**config.mk**
```make
export PLATFORM = sky130hd
export DESIGN_NAME = drive_sequencer
export DESIGN_NICKNAME = d
export VERILOG_FILES = /design/src/rtl/drive_sequencer_pkg.sv /design/src/rtl/cycle_timer.sv /design/src/rtl/drive_sequencer.sv
export SDC_FILE = /design/constraint.sdc
export NUM_CORES = 1
export LEC_CHECK = 0
export BUFFER_PORTS_ARGS = -buffer_cell sky130_fd_sc_hd__buf_2
export CORE_AREA = 2 2 115 117
export DETAILED_ROUTE_END_ITERATION = 8
export DIE_AREA = 0 0 117 119
export PLACE_DENSITY_LB_ADDON = 0.08
export RECOVER_POWER = 25
export REMOVE_ABC_BUFFERS = 1
export SLEW_MARGIN = 0
export SYNTH_ARGS = -nofsm -noshare
export SYNTH_HDL_FRONTEND = slang
export SYNTH_HIERARCHICAL = 1
export SYNTH_SLANG_ARGS = --single-unit
```
**constraint.sdc**
```tcl
create_clock -name clk -period 2.94 [get_ports clk]
set_input_delay 0 -clock clk [delete_from_list [all_inputs] [get_ports clk]]
set_output_delay 0 -clock clk [all_outputs]
set_load 0.05 [all_outputs]
```
**src/rtl/drive_sequencer_pkg.sv**
```systemverilog
// Shared codes for the drive sequencer: motor modes, wheel directions,
// controller states and the remembered turn direction.
package drive_sequencer_pkg;

   // Motor mode codes, identical to the tracker decision encoding
   localparam logic [2:0] MODE_TURN_LEFT   = 3'b000;
   localparam logic [2:0] MODE_TURN_RIGHT  = 3'b001;
   localparam logic [2:0] MODE_STRAIGHT    = 3'b010;
   localparam logic [2:0] MODE_STOP        = 3'b011;
   localparam logic [2:0] MODE_SHARP_LEFT  = 3'b100;
   localparam logic [2:0] MODE_SHARP_RIGHT = 3'b101;

   // Wheel direction codes
   localparam logic [1:0] DIR_FWD = 2'b10;
   localparam logic [1:0] DIR_REV = 2'b01;
   localparam logic [1:0] DIR_OFF = 2'b00;

   // Controller states; codes 5..7 are illegal and fall back to FOLLOW
   typedef enum logic [2:0] {
      ST_FOLLOW    = 3'd0,
      ST_LOST_WAIT = 3'd1,
      ST_SEARCH    = 3'd2,
      ST_OBST      = 3'd3,
      ST_FAULT     = 3'd4
   } ctrl_state_e;

   // Last turn direction seen while following the line
   typedef enum logic {
      TURN_LEFT  = 1'b0,
      TURN_RIGHT = 1'b1
   } last_dir_e;

   // Codes 011, 110 and 111 all mean "no usable line decision"
   function automatic logic is_stop_code(input logic [2:0] code);
      return (code == MODE_STOP) || (code[2:1] == 2'b11);
   endfunction

   // Wheel directions for a mode, packed as {left, right}
   function automatic logic [3:0] wheel_dirs(input logic [2:0] code);
      logic [3:0] dirs;
      case (code)
         MODE_TURN_LEFT, MODE_SHARP_LEFT:   dirs = {DIR_REV, DIR_FWD};
         MODE_TURN_RIGHT, MODE_SHARP_RIGHT: dirs = {DIR_FWD, DIR_REV};
         MODE_STRAIGHT:                     dirs = {DIR_FWD, DIR_FWD};
         default:                           dirs = {DIR_OFF, DIR_OFF};
      endcase
      return dirs;
   endfunction

endpackage

```
**src/rtl/cycle_timer.sv**
```systemverilog
// Saturating cycle counter: clr wins over en, done flags count == TARGET-1.
module cycle_timer #(
   parameter int TARGET = 2
) (
   input  logic clk,
   input  logic rst,
   input  logic clr,
   input  logic en,
   output logic done
);

   localparam int W = $clog2(TARGET);
   localparam logic [W-1:0] LAST = W'(TARGET - 1);

   logic [W-1:0] count_q;
   logic [W-1:0] count_d;

   // Next count: clear, or step up and hold at the terminal value
   always_comb begin
      count_d = count_q;
      if (clr) begin
         count_d = '0;
      end else if (en && (count_q != LAST)) begin
         count_d = count_q + 1'b1;
      end
   end

   // Count register with synchronous reset
   always_ff @(posedge clk) begin
      if (rst) begin
         count_q <= '0;
      end else begin
         count_q <= count_d;
      end
   end

   assign done = (count_q == LAST);

endmodule

```
**src/rtl/drive_sequencer.sv**
```systemverilog
// Chooses the mode and wheel directions the car drives with: passes the
// tracker through, holds for obstacles, spin-searches on line loss and
// latches a fault when the search times out.
module drive_sequencer
   import drive_sequencer_pkg::*;
#(
   parameter int LOST_CYCLES   = 5_000_000,
   parameter int SEARCH_CYCLES = 200_000_000,
   parameter int HOLD_CYCLES   = 10_000_000
) (
   input  logic       clk,
   input  logic       rst,
   input  logic [2:0] track_state,
   input  logic       stop,
   output logic [2:0] mode,
   output logic [1:0] left,
   output logic [1:0] right,
   output logic [2:0] ctrl_state,
   output logic       lost
);

   ctrl_state_e state_q, state_d;
   last_dir_e   last_dir_q, last_dir_d;
   logic [2:0]  mode_q, mode_d, out_mode, search_mode;
   logic [1:0]  left_q, left_d, right_q, right_d;
   logic        lost_q, lost_d;
   logic        track_stop;
   logic        lost_done, search_done, hold_done;
   logic        lost_clr, search_clr, hold_clr;

   assign track_stop  = is_stop_code(track_state);
   assign search_mode = (last_dir_q == TURN_LEFT) ? MODE_SHARP_LEFT : MODE_SHARP_RIGHT;

   // Timer controls: the lost timer counts 1 on the FOLLOW->LOST_WAIT edge;
   // the others start from zero on entry to their state.
   assign lost_clr   = (state_d != ST_LOST_WAIT);
   assign search_clr = (state_q != ST_SEARCH) || (state_d != ST_SEARCH);
   assign hold_clr   = (state_q != ST_OBST) || stop;

   cycle_timer #(.TARGET(LOST_CYCLES)) u_lost_timer (
      .clk (clk), .rst (rst), .clr (lost_clr), .en (1'b1), .done (lost_done)
   );

   cycle_timer #(.TARGET(SEARCH_CYCLES)) u_search_timer (
      .clk (clk), .rst (rst), .clr (search_clr), .en (1'b1), .done (search_done)
   );

   cycle_timer #(.TARGET(HOLD_CYCLES)) u_hold_timer (
      .clk (clk), .rst (rst), .clr (hold_clr), .en (1'b1), .done (hold_done)
   );

   // Next state, next outputs and last turn direction
   always_comb begin
      state_d    = state_q;
      out_mode   = MODE_STOP;
      last_dir_d = last_dir_q;

      case (state_q)
         ST_FOLLOW: begin
            if (track_state == MODE_TURN_LEFT || track_state == MODE_SHARP_LEFT) begin
               last_dir_d = TURN_LEFT;
            end else if (track_state == MODE_TURN_RIGHT || track_state == MODE_SHARP_RIGHT) begin
               last_dir_d = TURN_RIGHT;
            end
            if (stop) begin
               state_d = ST_OBST;
            end else if (track_stop) begin
               state_d = ST_LOST_WAIT;
            end else begin
               out_mode = track_state;
            end
         end
         ST_LOST_WAIT: begin
            if (stop) begin
               state_d = ST_OBST;
            end else if (!track_stop) begin
               state_d  = ST_FOLLOW;
               out_mode = track_state;
            end else if (lost_done) begin
               state_d  = ST_SEARCH;
               out_mode = search_mode;
            end
         end
         ST_SEARCH: begin
            if (stop) begin
               state_d = ST_OBST;
            end else if (!track_stop) begin
               state_d  = ST_FOLLOW;
               out_mode = track_state;
            end else if (search_done) begin
               state_d = ST_FAULT;
            end else begin
               out_mode = search_mode;
            end
         end
         ST_OBST: begin
            if (!stop && hold_done) begin
               state_d = ST_FOLLOW;
            end
         end
         ST_FAULT: begin
            state_d = ST_FAULT;
         end
         default: begin
            state_d = ST_FOLLOW;
         end
      endcase

      mode_d            = out_mode;
      {left_d, right_d} = wheel_dirs(out_mode);
      lost_d            = (state_d == ST_FAULT);
   end

   // State and registered outputs
   always_ff @(posedge clk) begin
      if (rst) begin
         state_q    <= ST_FOLLOW;
         last_dir_q <= TURN_LEFT;
         mode_q     <= MODE_STOP;
         left_q     <= DIR_OFF;
         right_q    <= DIR_OFF;
         lost_q     <= 1'b0;
      end else begin
         state_q    <= state_d;
         last_dir_q <= last_dir_d;
         mode_q     <= mode_d;
         left_q     <= left_d;
         right_q    <= right_d;
         lost_q     <= lost_d;
      end
   end

   assign mode       = mode_q;
   assign left       = left_q;
   assign right      = right_q;
   assign ctrl_state = state_q;
   assign lost       = lost_q;

endmodule
```
==> results of run 1 <==
## where the power goes
group	total, mW	internal (mW)	switching, mW	leakage [nW]
combinational	0.138	0.0479	0.0902	1.09
sequential	1.19	1.19	0.00678	0.703
clock	1.08	0.643	0.435	0.131
## metal layers
metal	GRT usage	vias to the layer above	part of all wire
li1	-	2049	-
met1	0.196	1886	0.47
met2	0.266	27	0.49
met3	0.0458	8	0.027
met4	0.0426	0	0.013
met5	0	-	0
## cells in the mapped netlist (all sizes together) (2+ instances only)
master | number | area (um^2)
dfxtp | 87 | 1740
nor2 | 67 | 251
nand2 | 39 | 146
nand3 | 31 | 175
xor2 | 28 | 245
nand4 | 26 | 188
o21ai | 26 | 141
a21oi | 24 | 120
or3 | 21 | 134
xnor2 | 16 | 140
nor4 | 15 | 109
nor3 | 12 | 60.1
o211ai | 11 | 82.6
and3 | 10 | 62.6
or4 | 10 | 80.1
buf | 9 | 71.3
inv | 8 | 30.0
and2 | 7 | 45.1
clkbuf | 7 | 27.5
or2 | 7 | 43.8
o31ai | 5 | 51.3
and4 | 4 | 37.5
o21a | 4 | 37.5
ha | 3 | 37.5
nor2b | 3 | 18.8
nor4b | 3 | 26.3
a31oi | 2 | 18.8
mux2i | 2 | 20.0
o2111ai | 2 | 17.5
o22ai | 2 | 12.5
o311ai | 2 | 17.5
## kinds of logic (layout without fill, tap and decap cells)
logic type,Yosys count,in the layout,share of synthesized area
simple gates,261,261,0.330
mux,2,2,0.00460
compound gates,85,85,0.135
buf+inv,25,124,0.0325
xor+xnor,44,44,0.0885
fa+ha+maj,3,3,0.00862
other cells,1,8,0.000861
flops,87,87,0.400
## state kept, by name (all words and copies together), names as in the netlist
| name | cells |
|---|---|
| right | 2 |
| u_lost_timer/count_q | 23 |
| lost | 1 |
| left | 2 |
| u_hold_timer/count_q | 24 |
| u_search_timer/count_q | 28 |
| ctrl_state | 3 |
| last_dir_q | 1 |
| mode | 3 |
## tightest hold or removal path: stages
cell     delay [ns]
buf_2          0.16
a31oi_2        0.15
nor2_1         0.08
## what timing repair did
action,4_1_cts,5_1_grt
endpoints found under the setup margin,2,31
setup buffers,10,2
pin swaps,3,1
hold buffers,4,0
gates resized for setup,7,9
endpoints found under the hold margin,3,0
cloned,0,0
## through the flow
step                      power [mW]  worst slack (ns)  instances
final                           2.41            0.0989        790
after global routing            2.52           -0.0244        790
after CTS                       2.46           0.00324        788
after detailed placement        1.35           -0.0759        761
after global placement          1.35           0.00522        761
after floorplan                 1.30            -0.231        498
## path summary, 6_finish.rpt
kind / to / slack [ns] / from / cells after the start
worst min register to register: u_search_timer/count_q[27] / 0.48 / u_search_timer/count_q[27] / 2
worst max-delay path: u_search_timer/count_q[3] / 0.1 / u_hold_timer/count_q[9] / 10
worst min-delay path: left[0] / 0.09 / track_state[1] / 3
worst max register to register: u_search_timer/count_q[3] / 0.1 / u_hold_timer/count_q[9] / 10
## cells in the final DEF (no fill, tap or decap), drive strengths merged, types with 8 or more instances in the layout
cell type | Yosys | routed
nor2 | 67 | 67
o21ai | 26 | 26
xnor2 | 16 | 16
nand2 | 39 | 39
buf | 9 | 91
and3 | 10 | 10
nand3 | 31 | 31
nand4 | 26 | 26
or4 | 10 | 10
or3 | 21 | 21
nor4 | 15 | 15
nor3 | 12 | 12
o211ai | 11 | 11
dfxtp | 87 | 87
clkbuf | 7 | 19
xor2 | 28 | 28
a21oi | 24 | 24
inv | 8 | 8
conb | 1 | 8
## area by class of cell
type                       count  area (um^2)
sequential                    87         1740
timing repair buffer         103          733
fill                        1299         7320
tap                          176          220
multi-input combinational    403         2560
clock buffer                  11          233
inverter                       8         30.0
clock inverter                 2         35.0
==> impl_metrics.py, run 1 <==
metrics = {
    "cells_and_area": {
        "n_antenna_cell": 0,
        "design_area_mm2": 0.00555,
        "layout.nets": 621,
        "utilization": 0.431,
        "syn_to_final_growth_pct": 27.5,
        "drive_above_1_share": 0.239,
    },
    "sta": {
        "hold_viol": 0,
        "clock_skew_ns": 0.00896,
        "finalSetupTns_ns": 0,
        "fmax_mhz": 352,
        "timing.slew.headroom": 0.495,
        "setup_viol": 0,
        "period_share": 0.966,
        "rsz0062_at_grt": "yes",
        "hold_ws_ns": 0.0862,
        "period_minus_slack_ns": 2.84,
        "tightest_slew_ns": 0.752,
        "slew_viol_final": 0,
    },
    "clocking": {
        "numCtsBuffers": 9,
        "clk_latency_ns": 0.34,
        "cts_htree_levels": 3,
        "cts_buffer_depth": 2,
        "clkTransAtPathRegs_ns": 0.06,
        "cts_root_buf": "clkbuf_16",
        "cts.sinks": 87,
        "cts_tree": "built",
    },
    "hold_path": {
        "hold_path_class": "in -> reg",
    },
    "status": {
        "status": "finished clean",
    },
    "routing": {
        "drt_pass1_iterations": 4,
        "wl_mm": 10.3,
        "drtAntennaViolNets": 0,
        "via_count": 3970,
        "viasPerCell": 5.03,
        "post_drt_wl_per_cell_um": 13.1,
        "drc": 0,
        "initialDrtViolationCount": 192,
    },
    "setup_path": {
        "critPathArrivalTime_ns": 3.13,
        "worst_setup_path_end_kind": "register",
        "path_delay_family": "simple AND/OR/NAND/NOR gates",
        "crit_required_ns": 3.22,
        "crit_path_max_fanout": 2,
        "start_kind": "register",
        "crit_path_cell_trace": "nand4_1, or4_4, nor3_2, inv_1, a31oi_2, a21oi_2, or3_4, or2_4, or4_2, nand2_1",
        "crit_slowest_cell": "or4_2",
        "worst-path-buf-inv": 1,
        "critPathKind": "reg -> reg",
        "slowest_delay_ns": 0.60,
    },
    "global_routing": {
        "first_global_vias": 3761,
        "grt_pass1_wl_mm": 17.5,
        "grt_max_degree": 25,
        "antenna_found_initial": 0,
        "grt_overflow": 0,
        "grt_use_total": 0.158,
    },
    "synth": {
        "ys_seq_area_frac": 0.400,
        "ys_ff_latch": 87,
        "synth_ff_type": "dfxtp_1",
        "synth_cell_types": 63,
        "synth_area_mm2": 0.00435,
        "syn_inst": 508,
        "syn_area_per_cell_um2": 8.57,
        "synth-edff-count": 0,
        "synth-async-reset-ratio": 0,
        "yosysWarnings": 6,
    },
    "placed_design": {
        "finalWeightedCongestion": 0.789,
        "post-dp-hpwl_mm": 7.49,
        "io_buffers": 16,
        "placed_cell_area_mm2": 0.00510,
    },
    "run": {
        "maxCapViolCount": 0,
    },
    "floorplanning": {
        "io_pins": 17,
        "coreArea_mm2": 0.0129,
        "start_util": 0.338,
        "die_w_um": 117,
        "fp.dieH_um": 119,
        "row_count": 42,
        "dieArea_mm2": 0.0139,
    },
    "power_and_ir_drop": {
        "p_per_area_mw_per_mm2": 434,
        "power_leakage_nw": 1.93,
        "peakVddDrop_uv": 215,
    },
}
No activity file was read; power rests on OpenSTA's default activity.
==> inputs of run 2 (changes only) <==
- ABC_AREA: default -> 1
- CORE_AREA: 2 2 115 117 -> 2 2 131 133
- DIE_AREA: 0 0 117 119 -> 0 0 133 135
- SLEW_MARGIN: 0 -> 10
==> impl_metrics.py, run 2 <==
metrics = {
    "floorplanning": {
        "coreArea_mm2": 0.0164,
        "io_pins": 17,
        "start_util": 0.344,
        "die_w_um": 133,
        "row_count": 47,
        "dieArea_mm2": 0.0180,
        "fp.dieH_um": 135,
    },
    "placed_design": {
        "io_buffers": 16,
        "post-dp-hpwl_mm": 10.1,
        "finalWeightedCongestion": 0.814,
        "dp_cells": 1124,
        "placed_cell_area_mm2": 0.00596,
    },
    "setup_path": {
        "crit_slowest_cell": "dfxtp_1",
        "slowest_delay_ns": 0.37,
        "crit_path_max_fanout": 21,
        "worst_setup_path_end_kind": "register",
        "r2r_cells": 19,
        "critPathArrivalTime_ns": 2.86,
        "crit_path_cell_trace": "ha_1, inv_2, nor2_4, nand2_2, inv_1, nand2_1, nor2_2, inv_1, nand2_1, o21ai_0, nand2_1, nand3b_1, inv_1, nand2_1, nor2_2, buf_12, inv_1, o21bai_1, nor2_1",
        "start_kind": "register",
        "worst-path-buf-inv": 6,
        "path_delay_family": "simple AND/OR/NAND/NOR gates",
        "critPathKind": "reg -> reg",
        "crit_required_ns": 3.23,
        "cp_num_cells": 19,
    },
    "cells_and_area": {
        "layout.nets": 928,
        "reg_top3": "u_search_timer/count_q x28, u_hold_timer/count_q x24, u_lost_timer/count_q x23",
        "multi_input_area_mm2": 0.00339,
        "layout.area.seq_mm2": 0.00174,
        "regMostFlops": "u_search_timer/count_q",
        "n_antenna_cell": 0,
        "final_cells": 1143,
        "largest_reg_flops": 28,
        "drive_above_1_share": 0.116,
        "syn_to_final_growth_pct": 11.2,
        "design_area_mm2": 0.00628,
        "final_common_cell": "nand2_1",
        "num-fill-cells": 1782,
        "utilization": 0.383,
        "final_cell_mix": "nand2_1 (222), nor2_1 (160), inv_1 (99)",
    },
    "sta": {
        "period_minus_slack_ns": 2.57,
        "rsz0062_at_grt": "no",
        "period_share": 0.874,
        "setup_viol": 0,
        "timing.slew.headroom": 0.436,
        "finalSetupTns_ns": 0,
        "fmax_mhz": 389,
        "slew_viol_final": 0,
        "clock_skew_ns": 0.0125,
        "tightest_slew_ns": 0.846,
        "hold_viol": 0,
    },
    "power_and_ir_drop": {
        "p_per_area_mw_per_mm2": 440,
        "power_leakage_nw": 2.28,
        "peakVddDrop_uv": 366,
    },
    "synth": {
        "syn_inst": 898,
        "netlist_top_cells_count": "nand2_1 (222), nor2_1 (162), inv_1 (98)",
        "syn_area_per_cell_um2": 6.29,
        "yosys.area.top_type": "dfxtp_1",
        "yosysWarnings": 6,
        "ys_seq_area_frac": 0.308,
        "synth-async-reset-ratio": 0,
        "yosysMostFrequentCell": "nand2_1",
        "synth_cell_types": 42,
        "synth_ff_type": "dfxtp_1",
        "ys_ff_latch": 87,
        "synth-edff-count": 0,
        "yosys-top-cells-area": "dfxtp_1 (31%), nand2_1 (15%), nor2_1 (11%)",
        "synth_area_mm2": 0.00565,
        "synth_top_area_share": 0.308,
    },
    "routing": {
        "post_drt_wl_per_cell_um": 11.8,
        "drc": 0,
        "wl_mm": 13.5,
        "drt_pass1_iterations": 5,
        "drtAntennaViolNets": 0,
        "via_count": 5249,
        "viasPerCell": 4.59,
        "initialDrtViolationCount": 290,
    },
    "clocking": {
        "numCtsBuffers": 9,
        "cts.sinks": 87,
        "post-cts-setup-buffer-count": 0,
        "cts_root_buf": "clkbuf_16",
        "cts_tree": "built",
        "cts_buffer_depth": 2,
        "cts_htree_levels": 3,
        "clkTransAtPathRegs_ns": 0.07,
        "clk_latency_ns": 0.35,
    },
    "run": {
        "maxCapViolCount": 0,
    },
    "global_routing": {
        "grt_overflow": 0,
        "first_global_vias": 4779,
        "grt_pass1_wl_mm": 23.1,
        "grt_use_total": 0.157,
        "grt_max_degree": 29,
        "antenna_found_initial": 0,
    },
    "hold_path": {
        "hold_path_class": "in -> reg",
        "worstHoldPathCells": 3,
    },
    "status": {
        "status": "finished clean",
    },
}
[run 2: changes by cell type in the layout (fill, tap and decap cells not counted), moves of 18 or more]
cell	before	now
buf_4	83	3
inv_1	8	99
nand2_1	38	222
nand3_1	27	75
nor2_1	65	160
or3_1	18	0
xor2_1	28	10
[run 2: logic make-up after synthesis]
family | Yosys count | share of synthesized area
AO/OA/AOI/OAI | 77 | 0.0733
XOR/XNOR | 15 | 0.0233
adder cells (fa/ha/maj) | 3 | 0.00665
buffers and inverters | 131 | 0.0939
flip-flops | 87 | 0.308
other | 1 | 0.000664
AND/OR/NAND/NOR | 584 | 0.494
[run 2: layout make-up]
type | instances | area share
clock buffers | 11 | 0.0386
clock inverters | 4 | 0.00856
inverters | 114 | 0.0681
multi-input cells | 682 | 0.539
flip-flops and latches | 87 | 0.277
well taps | 220 | 0.0438
repair buffers | 25 | 0.0243
[run 2: per-stage QoR]
step	hold WS (ns)	total power, mW	setup slack (ns)
3_3_place_gp	0.315	1.63	0.300
3_5_place_dp	0.315	1.62	0.268
2_1_floorplan	0.0691	1.52	0.226
6_report	0.0679	2.77	0.371
4_1_cts	0.0499	2.82	0.229
5_1_grt	0.0649	2.91	0.0413
[run 2: metal layers]
layer  GRT usage  part of all wire
met5           0                 0
met1       0.209              0.51
met2       0.260              0.45
met3      0.0349             0.027
met4      0.0352            0.0082
[run 2: repair_timing]
action,CTS,global route
gates resized for setup,0,2
hold endpoints to repair,5,0
setup endpoints to repair,0,2
hold buffers,4,0
[run 2: worst paths after layout]
| check | from | to | slack [ns] |
|---|---|---|---|
| worst min register to register | u_hold_timer/count_q[9] | u_hold_timer/count_q[9] | 0.48 |
| worst min-delay path | stop | ctrl_state[2] | 0.07 |
| worst max-delay path | u_search_timer/count_q[0] | u_lost_timer/count_q[19] | 0.37 |
| worst max register to register | u_search_timer/count_q[0] | u_lost_timer/count_q[19] | 0.37 |
[run 2: worst min-delay path: stages]
cell     delay [ns]
buf_2          0.13
o22ai_1        0.10
and2_1         0.14
[run 2: power by group]
part	total [mW]	internal (mW)	switching, mW
sequential	1.22	1.20	0.0207
clock	1.17	0.681	0.491
combinational	0.371	0.114	0.257
==> inputs of run 3 (changes only) <==
- MAX_ROUTING_LAYER: default -> met4
==> impl_metrics.py, run 3 (synthesis gave the netlist of run 2 again) <==
metrics = {
    "setup_path": {
        "crit_required_ns": 3.22,
        "critPathKind": "reg -> reg",
        "worst_setup_path_end_kind": "register",
        "critPathArrivalTime_ns": 2.85,
        "start_kind": "register",
        "r2r_cells": 19,
        "crit_path_max_fanout": 21,
    },
    "placed_design": {
        "finalWeightedCongestion": 0.830,
        "post-dp-hpwl_mm": 10.1,
        "io_buffers": 16,
        "placed_cell_area_mm2": 0.00596,
    },
    "sta": {
        "period_share": 0.872,
        "tightest_slew_ns": 0.833,
        "period_minus_slack_ns": 2.57,
        "finalSetupTns_ns": 0,
        "hold_viol": 0,
        "setup_viol": 0,
        "slew_viol_final": 0,
        "fmax_mhz": 390,
        "timing.slew.headroom": 0.445,
        "rsz0062_at_grt": "no",
        "clock_skew_ns": 0.0128,
    },
    "routing": {
        "post_drt_wl_per_cell_um": 11.8,
        "initialDrtViolationCount": 294,
        "drc": 0,
        "drtAntennaViolNets": 0,
        "drt_pass1_iterations": 4,
        "via_count": 5242,
        "wl_mm": 13.5,
        "viasPerCell": 4.59,
    },
    "floorplanning": {
        "die_w_um": 133,
        "start_util": 0.344,
        "fp.dieH_um": 135,
        "io_pins": 17,
        "row_count": 47,
        "coreArea_mm2": 0.0164,
        "dieArea_mm2": 0.0180,
    },
    "clocking": {
        "cts.sinks": 87,
        "clkTransAtPathRegs_ns": 0.07,
        "cts_htree_levels": 3,
        "cts_buffer_depth": 2,
        "cts_root_buf": "clkbuf_16",
        "clk_latency_ns": 0.35,
        "cts_tree": "built",
        "numCtsBuffers": 9,
    },
    "cells_and_area": {
        "final_cell_mix": "nand2_1 (222), nor2_1 (160), inv_1 (99)",
        "n_antenna_cell": 0,
        "drive_above_1_share": 0.116,
        "syn_to_final_growth_pct": 11.2,
        "largest_reg_flops": 28,
        "regMostFlops": "u_search_timer/count_q",
        "utilization": 0.383,
        "reg_top3": "u_search_timer/count_q x28, u_hold_timer/count_q x24, u_lost_timer/count_q x23",
        "design_area_mm2": 0.00628,
        "layout.nets": 928,
        "final_common_cell": "nand2_1",
    },
    "power_and_ir_drop": {
        "intPower_mw": 2.00,
        "swShare": 0.277,
        "power.switching_mw": 0.765,
        "power_frac_seq": 0.443,
        "pwr-share-clk": 0.423,
        "peakVddDrop_uv": 364,
        "p_per_area_mw_per_mm2": 440,
        "power_leakage_nw": 2.28,
        "combPwrFrac": 0.134,
    },
    "global_routing": {
        "grt_use_total": 0.161,
        "first_global_vias": 4779,
        "antenna_found_initial": 0,
        "grt_overflow": 0,
        "grt_max_degree": 29,
        "grt_pass1_wl_mm": 23.1,
    },
    "hold_path": {
        "worstHoldPathCells": 3,
        "hold_path_class": "in -> reg",
    },
    "status": {
        "status": "finished clean",
    },
    "run": {
        "maxCapViolCount": 0,
    },
}
run 3: layer usage:
layer | vias to the layer above | global-route usage | share of wire
met5 | - | - | 0
met4 | 0 | 0.0442 | 0.011
met3 | 11 | 0.0282 | 0.021
met2 | 43 | 0.260 | 0.46
met1 | 2292 | 0.209 | 0.51
li1 | 2896 | - | -
run 3: path summary, 6_finish.rpt:
| path | startpoint | endpoint | slack, ns |
|---|---|---|---|
| max reg2reg | u_search_timer/count_q[0] | u_lost_timer/count_q[19] | 0.38 |
| max | u_search_timer/count_q[0] | u_lost_timer/count_q[19] | 0.38 |
| min reg2reg | u_hold_timer/count_q[9] | u_hold_timer/count_q[9] | 0.48 |
| min | stop | ctrl_state[2] | 0.07 |
run 3: cell type report:
type / count / area (um^2)
fill: 1782 / 10100
multi-input combinational: 682 / 3390
sequential: 87 / 1740
inverter: 114 / 428
tap: 220 / 275
clock buffer: 11 / 243
timing repair buffer: 25 / 153
clock inverter: 4 / 53.8
run 3: repair_timing:
action                                  in CTS  in global routing
gates resized for setup                      0                  2
hold buffers                                 4                  0
buffers inserted                             0                  0
endpoints found under the hold margin        5                  0
endpoints found under the setup margin       0                  2
run 3: through the flow:
stage	total power, mW	hold slack [ns]	std cells	worst slack [ns]
floorplan	1.52	0.0691	883	0.226
global placement	1.63	0.315	1124	0.300
detailed placement	1.62	0.315	1124	0.268
CTS	2.82	0.0499	1143	0.229
global route	2.91	0.0685	1143	0.0410
finish	2.76	0.0704	1143	0.375
run 3: power groups by stage:
stage	Combinational (mW)	Clock (mW)	Sequential, mW
2_1_floorplan	0.212	0	1.31
3_3_place_gp	0.374	0	1.25
3_5_place_dp	0.367	0	1.25
4_1_cts	0.373	1.22	1.22
5_1_grt	0.417	1.26	1.23
6_report	0.371	1.17	1.22
run 3: critical path, stage by stage (launching register included):
cell and delay [ns]:
dfxtp_1 0.37, ha_1 0.25, inv_2 0.06, nor2_4 0.16, nand2_2 0.12, inv_1 0.13
nand2_1 0.08, nor2_2 0.17, inv_1 0.09, nand2_1 0.06, o21ai_0 0.08, nand2_1 0.07
nand3b_1 0.11, inv_1 0.07, nand2_1 0.06, nor2_2 0.16, buf_12 0.17, inv_1 0.08
o21bai_1 0.15, nor2_1 0.07
